### src/rtl/block_a_arb_pkg.sv
// Shared types and helpers for the block_a control/secure plane arbiter.
package block_a_arb_pkg;

    typedef enum logic [1:0] {
        ARB_IDLE     = 2'd0,
        ARB_GNT_CTRL = 2'd1,
        ARB_GNT_SEC  = 2'd2
    } arb_state_t;

    typedef enum logic {
        SRC_CTRL = 1'b0,
        SRC_SEC  = 1'b1
    } arb_src_t;

    localparam int PKT_CNT_W = 16;

    function automatic logic [PKT_CNT_W-1:0] sat_inc(input logic [PKT_CNT_W-1:0] v);
        logic [PKT_CNT_W-1:0] r;
        if (v == {PKT_CNT_W{1'b1}}) begin
            r = v;
        end else begin
            r = v + PKT_CNT_W'(1);
        end
        return r;
    endfunction

endpackage

### src/rtl/block_a_stall_timer.sv
// Watchdog counting idle cycles of a granted source; expire fires on the
// last tolerated idle cycle so the owner can release the grant at that edge.
module block_a_stall_timer #(
    parameter int STALL_CYCLES = 64
) (
    input  logic clk,
    input  logic rst_n,
    input  logic enable,
    input  logic activity,
    output logic expire
);

    localparam int CW = (STALL_CYCLES > 2) ? $clog2(STALL_CYCLES) : 1;
    localparam logic [CW-1:0] LIMIT = CW'(STALL_CYCLES - 1);

    logic [CW-1:0] cnt_q;
    logic [CW-1:0] cnt_d;

    // Next idle count and expiry; backpressure is not visible here by design.
    always_comb begin
        cnt_d  = cnt_q;
        expire = 1'b0;
        if (!enable || activity) begin
            cnt_d = {CW{1'b0}};
        end else if (cnt_q == LIMIT) begin
            expire = 1'b1;
            cnt_d  = {CW{1'b0}};
        end else begin
            cnt_d = cnt_q + CW'(1);
        end
    end

    // Idle counter register.
    always_ff @(posedge clk or negedge rst_n) begin
        if (!rst_n) begin
            cnt_q <= {CW{1'b0}};
        end else begin
            cnt_q <= cnt_d;
        end
    end

endmodule

### src/rtl/block_a_plane_arbiter.sv
// Packet-level arbiter sharing block_a's egress between control and secure
// planes: ctrl priority, bounded ctrl bursts, whole-packet grants, stall release.
module block_a_plane_arbiter
    import block_a_arb_pkg::*;
#(
    parameter int DATA_W         = 32,
    parameter int MAX_CTRL_BURST = 4,
    parameter int STALL_CYCLES   = 64
) (
    input  logic                 clk,
    input  logic                 rst_n,
    input  logic                 ctrl_valid,
    input  logic [DATA_W-1:0]    ctrl_data,
    input  logic                 ctrl_last,
    output logic                 ctrl_ready,
    input  logic                 sec_valid,
    input  logic [DATA_W-1:0]    sec_data,
    input  logic                 sec_last,
    output logic                 sec_ready,
    input  logic                 sec_enable,
    output logic                 out_valid,
    output logic [DATA_W-1:0]    out_data,
    output logic                 out_last,
    output logic                 out_src,
    input  logic                 out_ready,
    output logic                 stall_err,
    output logic [PKT_CNT_W-1:0] ctrl_pkt_cnt,
    output logic [PKT_CNT_W-1:0] sec_pkt_cnt
);

    localparam int SW = $clog2(MAX_CTRL_BURST + 1);
    localparam logic [SW-1:0] STREAK_MAX = SW'(MAX_CTRL_BURST);

    arb_state_t           state_q, state_d;
    logic [SW-1:0]        streak_q, streak_d;
    logic                 sec_waited_q, sec_waited_d;
    logic                 stall_err_q, stall_err_d;
    logic [PKT_CNT_W-1:0] ctrl_cnt_q, ctrl_cnt_d;
    logic [PKT_CNT_W-1:0] sec_cnt_q, sec_cnt_d;
    logic                 sec_req_s;
    logic                 gnt_valid_s;
    logic                 expire_s;

    assign sec_req_s   = sec_valid & sec_enable;
    assign gnt_valid_s = (state_q == ARB_GNT_CTRL) ? ctrl_valid :
                         (state_q == ARB_GNT_SEC)  ? sec_valid  : 1'b0;

    block_a_stall_timer #(
        .STALL_CYCLES(STALL_CYCLES)
    ) u_stall_timer (
        .clk     (clk),
        .rst_n   (rst_n),
        .enable  (state_q != ARB_IDLE),
        .activity(gnt_valid_s),
        .expire  (expire_s)
    );

    // Grant decision, packet completion, streak and counter updates.
    always_comb begin
        state_d      = state_q;
        streak_d     = streak_q;
        sec_waited_d = sec_waited_q;
        stall_err_d  = 1'b0;
        ctrl_cnt_d   = ctrl_cnt_q;
        sec_cnt_d    = sec_cnt_q;
        case (state_q)
            ARB_IDLE: begin
                if (ctrl_valid && sec_req_s && (streak_q == STREAK_MAX)) begin
                    state_d = ARB_GNT_SEC;
                end else if (ctrl_valid) begin
                    state_d      = ARB_GNT_CTRL;
                    sec_waited_d = sec_req_s;
                end else if (sec_req_s) begin
                    state_d = ARB_GNT_SEC;
                end else begin
                    state_d = ARB_IDLE;
                end
            end
            ARB_GNT_CTRL: begin
                if (expire_s) begin
                    state_d     = ARB_IDLE;
                    stall_err_d = 1'b1;
                end else if (ctrl_valid && out_ready && ctrl_last) begin
                    state_d    = ARB_IDLE;
                    ctrl_cnt_d = sat_inc(ctrl_cnt_q);
                    // Streak only grows when the secure plane was actually kept waiting.
                    if (!sec_waited_q) begin
                        streak_d = {SW{1'b0}};
                    end else if (streak_q == STREAK_MAX) begin
                        streak_d = streak_q;
                    end else begin
                        streak_d = streak_q + SW'(1);
                    end
                end else begin
                    state_d = ARB_GNT_CTRL;
                end
            end
            ARB_GNT_SEC: begin
                if (expire_s) begin
                    state_d     = ARB_IDLE;
                    stall_err_d = 1'b1;
                end else if (sec_valid && out_ready && sec_last) begin
                    state_d   = ARB_IDLE;
                    sec_cnt_d = sat_inc(sec_cnt_q);
                    streak_d  = {SW{1'b0}};
                end else begin
                    state_d = ARB_GNT_SEC;
                end
            end
            default: begin
                state_d = ARB_IDLE;
            end
        endcase
    end

    // Egress mux: the granted source passes straight through.
    always_comb begin
        out_valid  = 1'b0;
        out_data   = {DATA_W{1'b0}};
        out_last   = 1'b0;
        out_src    = SRC_CTRL;
        ctrl_ready = 1'b0;
        sec_ready  = 1'b0;
        case (state_q)
            ARB_GNT_CTRL: begin
                out_valid  = ctrl_valid;
                out_data   = ctrl_data;
                out_last   = ctrl_last;
                ctrl_ready = out_ready;
            end
            ARB_GNT_SEC: begin
                out_valid = sec_valid;
                out_data  = sec_data;
                out_last  = sec_last;
                out_src   = SRC_SEC;
                sec_ready = out_ready;
            end
            default: begin
                out_valid = 1'b0;
            end
        endcase
    end

    // State, streak and counter registers.
    always_ff @(posedge clk or negedge rst_n) begin
        if (!rst_n) begin
            state_q      <= ARB_IDLE;
            streak_q     <= {SW{1'b0}};
            sec_waited_q <= 1'b0;
            stall_err_q  <= 1'b0;
            ctrl_cnt_q   <= {PKT_CNT_W{1'b0}};
            sec_cnt_q    <= {PKT_CNT_W{1'b0}};
        end else begin
            state_q      <= state_d;
            streak_q     <= streak_d;
            sec_waited_q <= sec_waited_d;
            stall_err_q  <= stall_err_d;
            ctrl_cnt_q   <= ctrl_cnt_d;
            sec_cnt_q    <= sec_cnt_d;
        end
    end

    assign stall_err    = stall_err_q;
    assign ctrl_pkt_cnt = ctrl_cnt_q;
    assign sec_pkt_cnt  = sec_cnt_q;

endmodule
### config.mk
export PLATFORM = sky130hd
export DESIGN_NAME = block_a_plane_arbiter
export DESIGN_NICKNAME = d
export VERILOG_FILES = /design/src/rtl/block_a_arb_pkg.sv /design/src/rtl/block_a_stall_timer.sv /design/src/rtl/block_a_plane_arbiter.sv
export SDC_FILE = /design/constraint.sdc
export NUM_CORES = 1
export LEC_CHECK = 0
export ABC_AREA = 1
export ABC_CLOCK_PERIOD_IN_PS = 5050
export BUFFER_PORTS_ARGS = -buffer_cell sky130_fd_sc_hd__buf_4
export CORE_MARGIN = 2
export CORE_UTILIZATION = 52
export CTS_BUF_LIST = sky130_fd_sc_hd__clkbuf_4
export DETAILED_ROUTE_END_ITERATION = 16
export GPL_TIMING_DRIVEN = 1
export PLACE_DENSITY = 0.91
export SLEW_MARGIN = 20
export SYNTH_ARGS = -nofsm -noshare
export SYNTH_HDL_FRONTEND = slang
export SYNTH_SLANG_ARGS = --single-unit
export TNS_END_PERCENT = 10
### constraint.sdc
create_clock -name clk -period 5.05 [get_ports clk]
set_clock_uncertainty 0.1 [all_clocks]
set_input_delay 0.2525 -clock clk [delete_from_list [all_inputs] [get_ports clk]]
set_output_delay 0.2525 -clock clk [all_outputs]
set_load 0.005 [all_outputs]
==> results of run 1 <==
[state kept, by name, indices dropped and copies added (netlist names)]
signal	cells
ctrl_pkt_cnt	16
sec_pkt_cnt	16
u_stall_timer.cnt_q	6
streak_q	3
state_q	2
sec_waited_q	1
stall_err	1
[per-layer routing]
layer  vias up  global-route usage  share of wire  wire [µm]
met1      1672               0.343           0.41       3840
li1       1798                   -              -          -
met5         -                   0              0          0
met3        16              0.0402          0.070        658
met2       148               0.472           0.51       4800
met4         0              0.0800          0.014        131
[per-stage QoR]
| step | hold WS, ps | util | instances | setup WS, ps | instance area (µm²) |
|---|---|---|---|---|---|
| 2_1_floorplan | -143 | - | 487 | 3230 | 3190 |
| 3_3_place_gp | 179 | 0.723 | 690 | 2740 | 4280 |
| 3_5_place_dp | 189 | 0.723 | 690 | 2640 | 4280 |
| 4_1_cts | 105 | 0.735 | 699 | 2320 | 4350 |
| 5_1_grt | 116 | 0.735 | 699 | 2140 | 4350 |
| 6_report | 113 | 0.735 | 699 | 2280 | 4350 |
[cells in the final DEF (no fill, tap or decap)]
cell	instances
clkinvlp_4	2
nor3b_1	1
o21ai_0	16
nor2_2	1
o211ai_1	1
nand4_1	7
clkinv_1	1
xor2_1	5
nand2_1	230
nand2_2	3
nor2_1	41
nand2_4	2
dfrtp_1	45
inv_4	1
nor2_4	5
a21oi_1	38
buf_4	143
inv_1	28
o21ai_4	1
xnor2_1	17
dlygate4sd3_1	1
ha_1	9
nand3_1	20
clkbuf_4	6
[area by class of cell]
cell class              instances  area (µm²)
inverters                      30         115
repair buffers                144        1080
multi-input cells             397        1870
clock inverters                 2        15.0
fillers                       480        1570
well taps                      75        93.8
flip-flops and latches         45        1130
clock buffers                   6        45.0
[where the power goes]
group	internal, µW	switching (µW)
combinational	301	370
sequential	401	48.7
clock	60.0	127
total	762	545
[path summary, 6_finish.rpt]
kind	from	endpoint	cells after the start
max	state_q[0]$_DFF_PN0_	out_data[24]	5
min	ctrl_valid	state_q[1]$_DFF_PN0_	4
max reg2reg	state_q[0]$_DFF_PN0_	sec_pkt_cnt[15]$_DFFE_PN0P_	10
min reg2reg	u_stall_timer.cnt_q[0]$_DFF_PN0_	u_stall_timer.cnt_q[0]$_DFF_PN0_	1
max in group asynchronous	rst_n	state_q[1]$_DFF_PN0_	2
min in group asynchronous	rst_n	sec_pkt_cnt[13]$_DFFE_PN0P_	2
[cell families (layout without fill, tap and decap cells)]
| logic type | after synthesis | count (layout) |
|---|---|---|
| fa+ha+maj | 9 | 9 |
| flops | 45 | 45 |
| simple gates | 310 | 310 |
| compound gates | 56 | 56 |
| buf+inv | 45 | 182 |
| xor+xnor | 22 | 22 |
[synthesized netlist by cell type]
master / n / area share
a21oi_1: 38 / 0.060
buf_1: 6 / 0.0071
nor2_2: 1 / 0.0020
nand3_1: 20 / 0.031
o21ai_0: 16 / 0.025
nor2_1: 41 / 0.048
o211ai_1: 1 / 0.0024
nor2_4: 5 / 0.018
nand4_1: 7 / 0.014
xnor2_1: 17 / 0.047
clkinv_1: 1 / 0.0012
xor2_1: 5 / 0.014
dfrtp_1: 45 / 0.35
buf_6: 3 / 0.011
nand2_4: 2 / 0.0071
nand2_2: 3 / 0.0059
nand2_1: 230 / 0.27
clkbuf_1: 4 / 0.0047
inv_4: 1 / 0.0020
o21ai_4: 1 / 0.0051
ha_1: 9 / 0.035
buf_2: 2 / 0.0031
inv_1: 28 / 0.033
nor3b_1: 1 / 0.0024
[what timing repair did]
item | 4_1_cts | 5_1_grt
hold endpoints to repair | 45 | 0
hold buffers | 1 | 0
resized for setup | 0 | 0
setup endpoints to repair | 0 | 0
[worst reg2reg max path, cell delays in order, from the launching register on]
cell and delay, ps:
dfrtp_1 430, inv_1 90, ha_1 430, nand2_1 150
nor2_1 140, nor2_1 100, nand2_4 140, o21ai_0 100
nor2_1 550, nand2_1 120, nand2_1 90
==> results.md, run 1 <==
| Metric | Value | Unit |
|---|---|---|
| Result of the run | completed | - |
| Floorplan Core Area | 5920 | µm² |
| Number of antenna repair diodes | 0 | - |
| Post-CTS Setup Bufs | 0 | - |
| Share of synthesized cell area in full adder, half adder and majority cells | 0.0353 | - |
| Max stage delay cell, worst path | clkinv_1 | - |
| Maximum count of clock buffers along a single path | 2 | - |
| Remaining max-slew budget at the tightest pin | 0.403 | - |
| Horiz. Die Dim | 82.4 | µm |
| Highest achievable clock rate | 361 | MHz |
| Standby leakage power | 0.00219 | µW |
| Largest net degree at the start of global routing | 46 | - |
| Number of nets in the layout | 704 | - |
| Required @ worst endpoint | 4700 | ps |
| Area of the mapped netlist | 3190 | µm² |
| Root buf cell | clkbuf_4 | - |
| Number of buffers inserted during clock tree synthesis | 5 | - |
| Category of the critical setup timing path | flop to output port | - |
| Hold violation count in the final report | 0 | - |
| Setup repair after global routing missed its margin | no | - |
| Crit path buf inv count | 3 | - |
| Synthesized-area fraction occupied by xor and xnor cells | 0.0603 | - |
| Number of different library cells in the post-synthesis netlist | 24 | - |
| I/O pin count | 142 | - |
| Main combinational cell family by area after synthesis | simple AND/OR/NAND/NOR gates | - |
| CTS tree | done | - |
| Power after layout | 1310 | µW |
| Number of antenna violations at the first check in global routing | 0 | - |
| Synthesized-area fraction occupied by ao, oa, aoi and oai cells | 0.0920 | - |
| Warning count from the yosys run | 0 | - |
| Hold/Removal Path Class | primary input to flop | - |
| Layout cells sized above 1 | 0.263 | - |
| Post-synthesis average cell area | 6.56 | µm² |
| Routability-driven placement congestion ratio | 0.900 | - |
| Min Clock Period, post-route | 2770 | ps |
| PD cells | 300 | nW/µm² |
| Detailed-route DRC error count | 0 | - |
| Multiplexer share of the synthesized area | 0 | - |
| Largest stage delay on the critical path | 680 | ps |
| Input/output buffers | 141 | - |
| Via total after detailed routing | 3,634 | - |
| DP HPWL | 7.11 | mm |
| Number of vias per cell | 5.20 | - |
| Slew Viols, Final | 0 | - |
| H-tree depth | 2 | - |
| Avg WL per Cell | 13.5 | µm |
| Max rail drop VDD | 0.000232 | V |
| Ordered list of cells on the worst path | inv_1 -> ha_1 -> clkinv_1 -> a21oi_1 -> buf_4 | - |
| Vias in the first global route | 3,231 | - |
| Aggregate global-route resource usage | 0.270 | - |
| Area growth from synthesis to layout | 36.2 | % |
| Nature of the critical path startpoint | flop | - |
| Critical Path Sink Type | output port | - |
| Vertical extent of the die | 82.4 | µm |
| Synth Instances | 487 | - |
| Critical path data arrival time | 2420 | ps |
| Total Wirelength | 9.42 | mm |
| Crit path max-delay family | buffers and inverters | - |
| GR Overflow Total | 0 | - |
| Drt first pass iters | 5 | - |
| Simple-gate share of the synthesized area | 0.398 | - |
| Synthesized Nets | 568 | - |
| Initial Utilization | 0.540 | - |
| Final worst-path cycle share | 0.549 | - |
| Post-route setup TNS | 0 | ps |
| Number of clock sinks seen by CTS | 45 | - |
| Internal reg-to-reg setup slack | 2550 | ps |
| Max-capacitance violation count | 0 | - |
| Global-route wire length before repair | 14.3 | mm |
| Sequential-to-total area share from yosys stat | 0.353 | - |
| Number of storage elements in the synthesis netlist | 45 | - |
| CTS clk-pin slew, worst paths | 150 | ps |
| Iteration-0 DRC count of the detailed router | 206 | - |
| Final antenna-violating net count | 0 | - |
| Number of core rows | 28 | - |
| Slew @ Worst Pin | 890 | ps |
| Max FO, Critical Path | 35 | - |
| Final number of setup-violating endpoints | 0 | - |
| Clock network latency to the later pin of the worst-skew pair | 370 | ps |
| Area of the die | 6790 | µm² |
Note: power is estimated with default switching activity, not from simulation.
==> inputs of run 2 (changes only) <==
--- a/config.mk
+++ b/config.mk
@@ -6,14 +6,14 @@
 export NUM_CORES = 1
 export LEC_CHECK = 0
 export ABC_AREA = 1
-export ABC_CLOCK_PERIOD_IN_PS = 5050
+export ABC_CLOCK_PERIOD_IN_PS = 2500
 export BUFFER_PORTS_ARGS = -buffer_cell sky130_fd_sc_hd__buf_4
 export CORE_MARGIN = 2
-export CORE_UTILIZATION = 52
+export CORE_UTILIZATION = 45
 export CTS_BUF_LIST = sky130_fd_sc_hd__clkbuf_4
 export DETAILED_ROUTE_END_ITERATION = 16
 export GPL_TIMING_DRIVEN = 1
-export PLACE_DENSITY = 0.91
+export PLACE_DENSITY = 0.84
 export SLEW_MARGIN = 20
 export SYNTH_ARGS = -nofsm -noshare
 export SYNTH_HDL_FRONTEND = slang
==> constraint.sdc (replaced) <==
create_clock -name clk -period 2.5 [get_ports clk]
set_clock_uncertainty 0.1 [all_clocks]
set_input_delay 0.125 -clock clk [delete_from_list [all_inputs] [get_ports clk]]
set_output_delay 0.125 -clock clk [all_outputs]
set_load 0.005 [all_outputs]
==> run 2 against run 1 <==
  * Design area is 1.7% higher
  * Highest routed layer unchanged
  * Total power up 110%
  * Sequential share of layout area shrank 0.42 points
  * Critical endpoint is now out_data[18]
  * Combinational power grew 100%
==> results.md, run 2 (synthesis gave the netlist of run 1 again) <==
| Metric | Value | Unit | vs previous |
|---|---|---|---|
| Cell depth of the worst min-delay path | 3 | - | was 4 |
| Part of the total power dissipated in sequential elements | 0.333 | - | was 0.344 |
| Max stage delay cell, worst path | dfrtp_1 | - | was clkinv_1 |
| Number of vias per cell | 4.90 | - | was 5.20 |
| CTS tree | done | - | unchanged |
| Result of the run | completed | - | unchanged |
| Cells on worst reg2reg path | 10 | - | unchanged |
| Avg WL per Cell | 12.7 | µm | was 13.5 µm |
| Final worst-path cycle share | 0.862 | - |  |
| Launching point of the worst reg2reg path | state_q[1]$_DFF_PN0_ | - | was state_q[0]$_DFF_PN0_ |
| Number of clock sinks seen by CTS | 45 | - | unchanged |
| Critical path data arrival time | 1930 | ps | was 2420 ps |
| Min Clock Period, post-route | 2160 | ps |  |
| Leading cell type in the layout, fill and taps excluded | nand2_1 | - | unchanged |
| Final number of setup-violating endpoints | 0 | - | unchanged |
| Iteration-0 DRC count of the detailed router | 208 | - | was 206 |
| Drt first pass iters | 5 | - | unchanged |
| Slew Viols, Final | 0 | - | unchanged |
| GR Overflow Total | 0 | - | unchanged |
| Number of core rows | 30 | - | was 28 |
| Detailed-route DRC error count | 0 | - | unchanged |
| Critical Path Sink Type | output port | - | unchanged |
| Most used cell along the critical path | buf_4 | - |  |
| Number of nets in the layout | 707 | - | was 704 |
| Root buf cell | clkbuf_4 | - | unchanged |
| Remaining max-slew budget at the tightest pin | 0.558 | - | was 0.403 |
| Worst Hold End | sec_waited_q$_DFFE_PN0P_ | - | was state_q[1]$_DFF_PN0_ |
| Switch share | 0.395 | - | was 0.417 |
| Max-capacitance violation count | 0 | - | unchanged |
| I/O pin count | 142 | - | unchanged |
| Internal reg-to-reg setup slack | 370 | ps | was 2550 ps |
| CTS clk-pin slew, worst paths | 140 | ps | was 150 ps |
| Area of the die | 7790 | µm² | was 6790 µm² |
| PD cells | 618 | nW/µm² | was 300 nW/µm² |
| Vertical extent of the die | 88.3 | µm | was 82.4 µm |
| Number of buffers inserted during clock tree synthesis | 5 | - | unchanged |
| Maximum count of clock buffers along a single path | 2 | - | unchanged |
| Largest net degree at the start of global routing | 46 | - | unchanged |
| Number of antenna repair diodes | 0 | - | unchanged |
| Routability-driven placement congestion ratio | 0.876 | - | was 0.900 |
| Slew @ Worst Pin | 661 | ps | was 890 ps |
| Layout cells sized above 1 | 0.262 | - | was 0.263 |
| Required @ worst endpoint | 2280 | ps | was 4700 ps |
| Aggregate global-route resource usage | 0.223 | - | was 0.270 |
| Floorplan Core Area | 6830 | µm² | was 5920 µm² |
| Internal power | 1650 | µW | was 762 µW |
| DP HPWL | 7.03 | mm | was 7.11 mm |
| Vias in the first global route | 3,166 | - | was 3,231 |
| Category of the critical setup timing path | flop to output port | - | unchanged |
| Final antenna-violating net count | 0 | - | unchanged |
| Via total after detailed routing | 3,544 | - | was 3,634 |
| HP Start | sec_valid | - | was ctrl_valid |
| Hold/Removal Path Class | primary input to flop | - | unchanged |
| Worst r2r dst | sec_pkt_cnt[7]$_DFFE_PN0P_ | - | was sec_pkt_cnt[15]$_DFFE_PN0P_ |
| Input/output buffers | 141 | - | unchanged |
| Largest stage delay on the critical path | 430 | ps | was 680 ps |
| Max FO, Critical Path | 34 | - | was 35 |
| Horiz. Die Dim | 88.3 | µm | was 82.4 µm |
| Power after layout | 2730 | µW | was 1310 µW |
| Hold violation count in the final report | 0 | - | unchanged |
| Setup repair after global routing missed its margin | no | - | unchanged |
| Most frequent cells in the layout | 230 x nand2_1, 144 x buf_4, 45 x dfrtp_1 | - | was 230 x nand2_1, 143 x buf_4, 45 x dfrtp_1 |
| Resize count post-CTS | 0 | - | unchanged |
| Standby leakage power | 0.00221 | µW | was 0.00219 µW |
| Max rail drop VDD | 0.000415 | V | was 0.000232 V |
| Highest achievable clock rate | 464 | MHz |  |
| Hold-fix buffers, CTS | 3 | - | was 1 |
| Ordered list of cells on the worst path | inv_1 -> ha_1 -> buf_4 -> nand2_1 -> a21oi_1 -> buf_4 | - | was inv_1 -> ha_1 -> clkinv_1 -> a21oi_1 -> buf_4 |
| Total Wirelength | 9.21 | mm | was 9.42 mm |
| Net switching power | 1080 | µW | was 545 µW |
| Number of antenna violations at the first check in global routing | 0 | - | unchanged |
| Clock network latency to the later pin of the worst-skew pair | 360 | ps | was 370 ps |
| Area growth from synthesis to layout | 38.5 | % | was 36.2% |
| Nature of the critical path startpoint | flop | - | unchanged |
| Post-route setup TNS | 0 | ps | unchanged |
| H-tree depth | 2 | - | unchanged |
| Combinational group share of total power | 0.499 | - | was 0.513 |
| Post-CTS Setup Bufs | 0 | - | unchanged |
| Global-route wire length before repair | 14.1 | mm | was 14.3 mm |
| Share of total power in the clock network | 0.168 | - | was 0.143 |
| Initial Utilization | 0.468 | - | was 0.540 |
==> run 2: how the worst max path moves through the flow <==
stage,from,endpoint,depth (start not counted)
floorplan,state_q[0]$_DFF_PN0_,sec_pkt_cnt[10]$_DFFE_PN0P_,11
global placement,state_q[1]$_DFF_PN0_,sec_pkt_cnt[6]$_DFFE_PN0P_,10
detailed placement,state_q[1]$_DFF_PN0_,sec_pkt_cnt[7]$_DFFE_PN0P_,10
CTS,state_q[1]$_DFF_PN0_,sec_pkt_cnt[7]$_DFFE_PN0P_,10
global route,state_q[1]$_DFF_PN0_,sec_pkt_cnt[7]$_DFFE_PN0P_,10
finish,state_q[1]$_DFF_PN0_,out_data[18],6
==> run 2: per-layer routing <==
layer  GRT usage  wire, µm  vias to the layer above  part of all wire
met4      0.0537        63                        0            0.0068
met5           0         0                        -                 0
met2       0.370      4570                      113              0.50
met1       0.311      4140                     1618              0.45
li1            -         -                     1806                 -
met3      0.0317       439                        7             0.048
==> run 2: power groups by stage <==
stage / Combinational (µW) / Sequential [µW] / Clock (µW)
5_1_grt: 1520 / 922 / 496
2_1_floorplan: 728 / 906 / 0
3_3_place_gp: 1330 / 914 / 0
4_1_cts: 1370 / 908 / 468
3_5_place_dp: 1360 / 921 / 0
6_report: 1360 / 910 / 459
==> run 2: critical path, delay by kind of cell, from the launching register on <==
kind / cells / cell delay [ps]
and+or+nand+nor: 1 / 90
DFF: 1 / 430
adders and majority gates: 1 / 270
AOI/OAI and AO/OA: 1 / 180
buffers and inverters: 3 / 590
==> run 2: stage by stage <==
stage | util | instances | setup slack, ps | hold WS [ps] | cell area (µm²)
floorplan | - | 487 | 787 | -271 | 3190
global placement | 0.632 | 712 | 467 | 55.4 | 4310
detailed placement | 0.632 | 712 | 373 | 58.4 | 4310
CTS | 0.647 | 723 | 338 | 12.3 | 4420
global route | 0.647 | 723 | 74.4 | 36.9 | 4420
finish | 0.647 | 723 | 344 | 24.9 | 4420
==> run 2: area by class of cell <==
type | instances | area (µm²)
inverter | 30 | 115
clock buffer | 6 | 45.0
multi-input combinational | 397 | 1870
clock inverter | 2 | 33.8
fill | 596 | 2410
timing repair buffer | 147 | 1110
sequential | 45 | 1130
tap | 96 | 120
==> inputs of run 3 (changes only) <==
--- a/config.mk
+++ b/config.mk
@@ -6,14 +6,14 @@
 export NUM_CORES = 1
 export LEC_CHECK = 0
 export ABC_AREA = 1
-export ABC_CLOCK_PERIOD_IN_PS = 2500
-export BUFFER_PORTS_ARGS = -buffer_cell sky130_fd_sc_hd__buf_4
+export ABC_CLOCK_PERIOD_IN_PS = 2400
 export CORE_MARGIN = 2
-export CORE_UTILIZATION = 45
+export CORE_UTILIZATION = 52
 export CTS_BUF_LIST = sky130_fd_sc_hd__clkbuf_4
 export DETAILED_ROUTE_END_ITERATION = 16
+export DONT_BUFFER_PORTS = 1
 export GPL_TIMING_DRIVEN = 1
-export PLACE_DENSITY = 0.84
+export PLACE_DENSITY = 0.71
 export SLEW_MARGIN = 20
 export SYNTH_ARGS = -nofsm -noshare
 export SYNTH_HDL_FRONTEND = slang
==> constraint.sdc (replaced) <==
create_clock -name clk -period 2.4 [get_ports clk]
set_clock_uncertainty 0.1 [all_clocks]
set_input_delay 0.12 -clock clk [delete_from_list [all_inputs] [get_ports clk]]
set_output_delay 0.12 -clock clk [all_outputs]
set_load 0.005 [all_outputs]
==> run 3 against run 2 <==
  * Non-clock buffer count is 130 lower
  * Worst setup slack worse by 60 ps
  * Global-route usage is 0.91 points higher
  * First-iteration DRC count is 18% lower
  * Final cell count is 21% lower
  * Sequential share of layout area is 7.2 points higher
  * Total power is 15% lower
  * Highest routed layer unchanged
  * Clock-buffer cell count stayed put
  * Critical path depth is 1 lower
  * Die area is 13% lower
  * Routed wire length is 13% lower
  * Critical path type unchanged
  * Combinational power is 28% lower
==> results.md, run 3 (synthesis gave the netlist of run 1 again) <==
| Metric | Value | Unit | vs previous |
|---|---|---|---|
| Hold/Removal Path Class | primary input to flop | - | unchanged |
| Number of antenna violations at the first check in global routing | 0 | - | unchanged |
| CTS clk-pin slew, worst paths | 140 | ps | about the same |
| Input/output buffers | 0 | - | was 141 |
| Min Clock Period, post-route | 2120 | ps |  |
| Filler cell count | 564 | - | was 596 |
| Remaining max-slew budget at the tightest pin | 0.598 | - | was 0.558 |
| DP HPWL | 5.92 | mm | was 7.03 mm |
| Hold violation count in the final report | 0 | - | unchanged |
| Launching point of the worst reg2reg path | state_q[1]$_DFF_PN0_ | - | unchanged |
| Total Wirelength | 8.02 | mm | was 9.21 mm |
| Number of core rows | 28 | - | was 30 |
| GR Overflow Total | 0 | - | unchanged |
| Via total after detailed routing | 3,151 | - | was 3,544 |
| Number of clock sinks seen by CTS | 45 | - | unchanged |
| Final number of setup-violating endpoints | 0 | - | unchanged |
| Max stage delay cell, worst path | dfrtp_1 | - | unchanged |
| Largest stage delay on the critical path | 430 | ps | about the same |
| HP Start | ctrl_valid | - | was sec_valid |
| Number of vias per cell | 5.51 | - | was 4.90 |
| Leading cell type in the layout, fill and taps excluded | nand2_1 | - | unchanged |
| Post-route setup TNS | 0 | ps | unchanged |
| Routability-driven placement congestion ratio | 0.890 | - | was 0.876 |
| Setup repair after global routing missed its margin | no | - | unchanged |
| Layout cells sized above 1 | 0.0644 | - | was 0.262 |
| Detailed-route DRC error count | 0 | - | unchanged |
| Number of buffers inserted during clock tree synthesis | 5 | - | unchanged |
| Drt first pass iters | 5 | - | unchanged |
| Critical Path Sink Type | output port | - | unchanged |
| Ordered list of cells on the worst path | inv_1 -> ha_1 -> buf_4 -> nand2_1 -> a21oi_1 | - | was inv_1 -> ha_1 -> buf_4 -> nand2_1 -> a21oi_1 -> buf_4 |
| Highest achievable clock rate | 473 | MHz |  |
| Standby leakage power | 0.00155 | µW | was 0.00221 µW |
| Critical path data arrival time | 1900 | ps | was 1930 ps |
| Worst r2r dst | state_q[1]$_DFF_PN0_ | - | was sec_pkt_cnt[7]$_DFFE_PN0P_ |
| Global-route wire length before repair | 12.3 | mm | was 14.1 mm |
| WP depth | 5 | - | was 6 |
| Area of the die | 6790 | µm² | was 7790 µm² |
| Floorplan Core Area | 5920 | µm² | was 6830 µm² |
| CP Launch Point | state_q[1]$_DFF_PN0_ | - | unchanged |
| Worst slack at placement | 314 | ps | was 373 ps |
| Horiz. Die Dim | 82.4 | µm | was 88.3 µm |
| Max-capacitance violation count | 0 | - | unchanged |
| Initial Utilization | 0.540 | - | was 0.468 |
| Final antenna-violating net count | 0 | - | unchanged |
| Root buf cell | clkbuf_4 | - | unchanged |
| Result of the run | completed | - | unchanged |
| Crit path max-delay family | buffers and inverters | - | unchanged |
| Crit path buf inv count | 2 | - | was 3 |
| End point of the critical path | out_data[13] | - | was out_data[18] |
| Number of nets in the layout | 577 | - | was 707 |
| Area occupied by multi-input gates | 1880 | µm² | was 1870 µm² |
| Category of the critical setup timing path | flop to output port | - | unchanged |
| Clock network latency to the later pin of the worst-skew pair | 370 | ps | was 360 ps |
| Area growth from synthesis to layout | 7.95 | % | was 38.5% |
| Cells on worst reg2reg path | 10 | - | unchanged |
| Final worst-path cycle share | 0.882 | - |  |
| Internal reg-to-reg setup slack | 400 | ps | was 370 ps |
| Iteration-0 DRC count of the detailed router | 170 | - | was 208 |
| I/O pin count | 142 | - | unchanged |
| Most frequent cells in the layout | 230 x nand2_1, 45 x dfrtp_1, 40 x nor2_1 | - | was 230 x nand2_1, 144 x buf_4, 45 x dfrtp_1 |
| Final worst-path setup slack | 284 | ps | was 344 ps |
| H-tree depth | 2 | - | unchanged |
| CTS tree | done | - | unchanged |
| Largest net degree at the start of global routing | 46 | - | unchanged |
| Number of antenna repair diodes | 0 | - | unchanged |
| Maximum count of clock buffers along a single path | 2 | - | unchanged |
| Area occupied by registers | 1130 | µm² | unchanged |
| Max FO, Critical Path | 34 | - | unchanged |
| Required @ worst endpoint | 2180 | ps | was 2280 ps |
| PD cells | 670 | nW/µm² | was 618 nW/µm² |
| Slew @ Worst Pin | 597 | ps | was 661 ps |
| Vias in the first global route | 2,731 | - | was 3,166 |
| Avg WL per Cell | 14.0 | µm | was 12.7 µm |
| Nature of the critical path startpoint | flop | - | unchanged |
| Slew Viols, Final | 0 | - | unchanged |
| Vertical extent of the die | 82.4 | µm | was 88.3 µm |
| Max rail drop VDD | 0.000357 | V | was 0.000415 V |
| Aggregate global-route resource usage | 0.232 | - | was 0.223 |
run 3: stage by stage:
step	cell area, µm²	total power (µW)	instances	utilization	hold WS, ps
6_report	3450	2310	572	0.582	8.59
2_1_floorplan	3190	1700	487	-	-276
3_5_place_dp	3240	1880	552	0.548	-274
3_3_place_gp	3240	1850	552	0.548	-275
5_1_grt	3450	2560	572	0.582	10.8
4_1_cts	3420	2310	570	0.578	0.687
run 3: worst min-delay path: stages:
cell and delay, ps:
nand2_1 60, nand2_1 60, nor2_1 80, o21ai_0 80, a21oi_1 40
run 3: power breakdown:
group          switching [µW]  leakage, µW  internal, µW
clock network             253    0.0000279           126
logic                     660     0.000907           313
registers                 115     0.000617           844
run 3: worst min path at each step:
stage | endpoint | cells after the start | slack (ps)
2_1_floorplan | ctrl_pkt_cnt[0]$_DFFE_PN0P_ | 0 | -280
3_3_place_gp | sec_pkt_cnt[14]$_DFFE_PN0P_ | 0 | -270
3_5_place_dp | sec_pkt_cnt[14]$_DFFE_PN0P_ | 0 | -270
4_1_cts | sec_pkt_cnt[3]$_DFFE_PN0P_ | 4 | 0.7
5_1_grt | u_stall_timer.cnt_q[4]$_DFF_PN0_ | 5 | 10
6_report | u_stall_timer.cnt_q[4]$_DFF_PN0_ | 5 | 9
run 3: layout make-up:
type / count / area share
clock buffers: 6 / 0.0131
multi-input cells: 397 / 0.545
inverters: 30 / 0.0334
well taps: 75 / 0.0272
repair buffers: 17 / 0.0501
clock inverters: 2 / 0.00435
flip-flops and latches: 45 / 0.327
run 3: timing repair:
action                     in CTS  in global routing
setup endpoints to repair       0                  9
resized for setup               0                  4
setup buffers                   0                  2
hold endpoints to repair       49                  0
hold buffers                   10                  0
run 3: per-layer routing:
metal  wire [µm]  GRT usage
met3         569     0.0533
met4         127     0.0717
met1        3450      0.303
met2        3870      0.383
met5           0          0
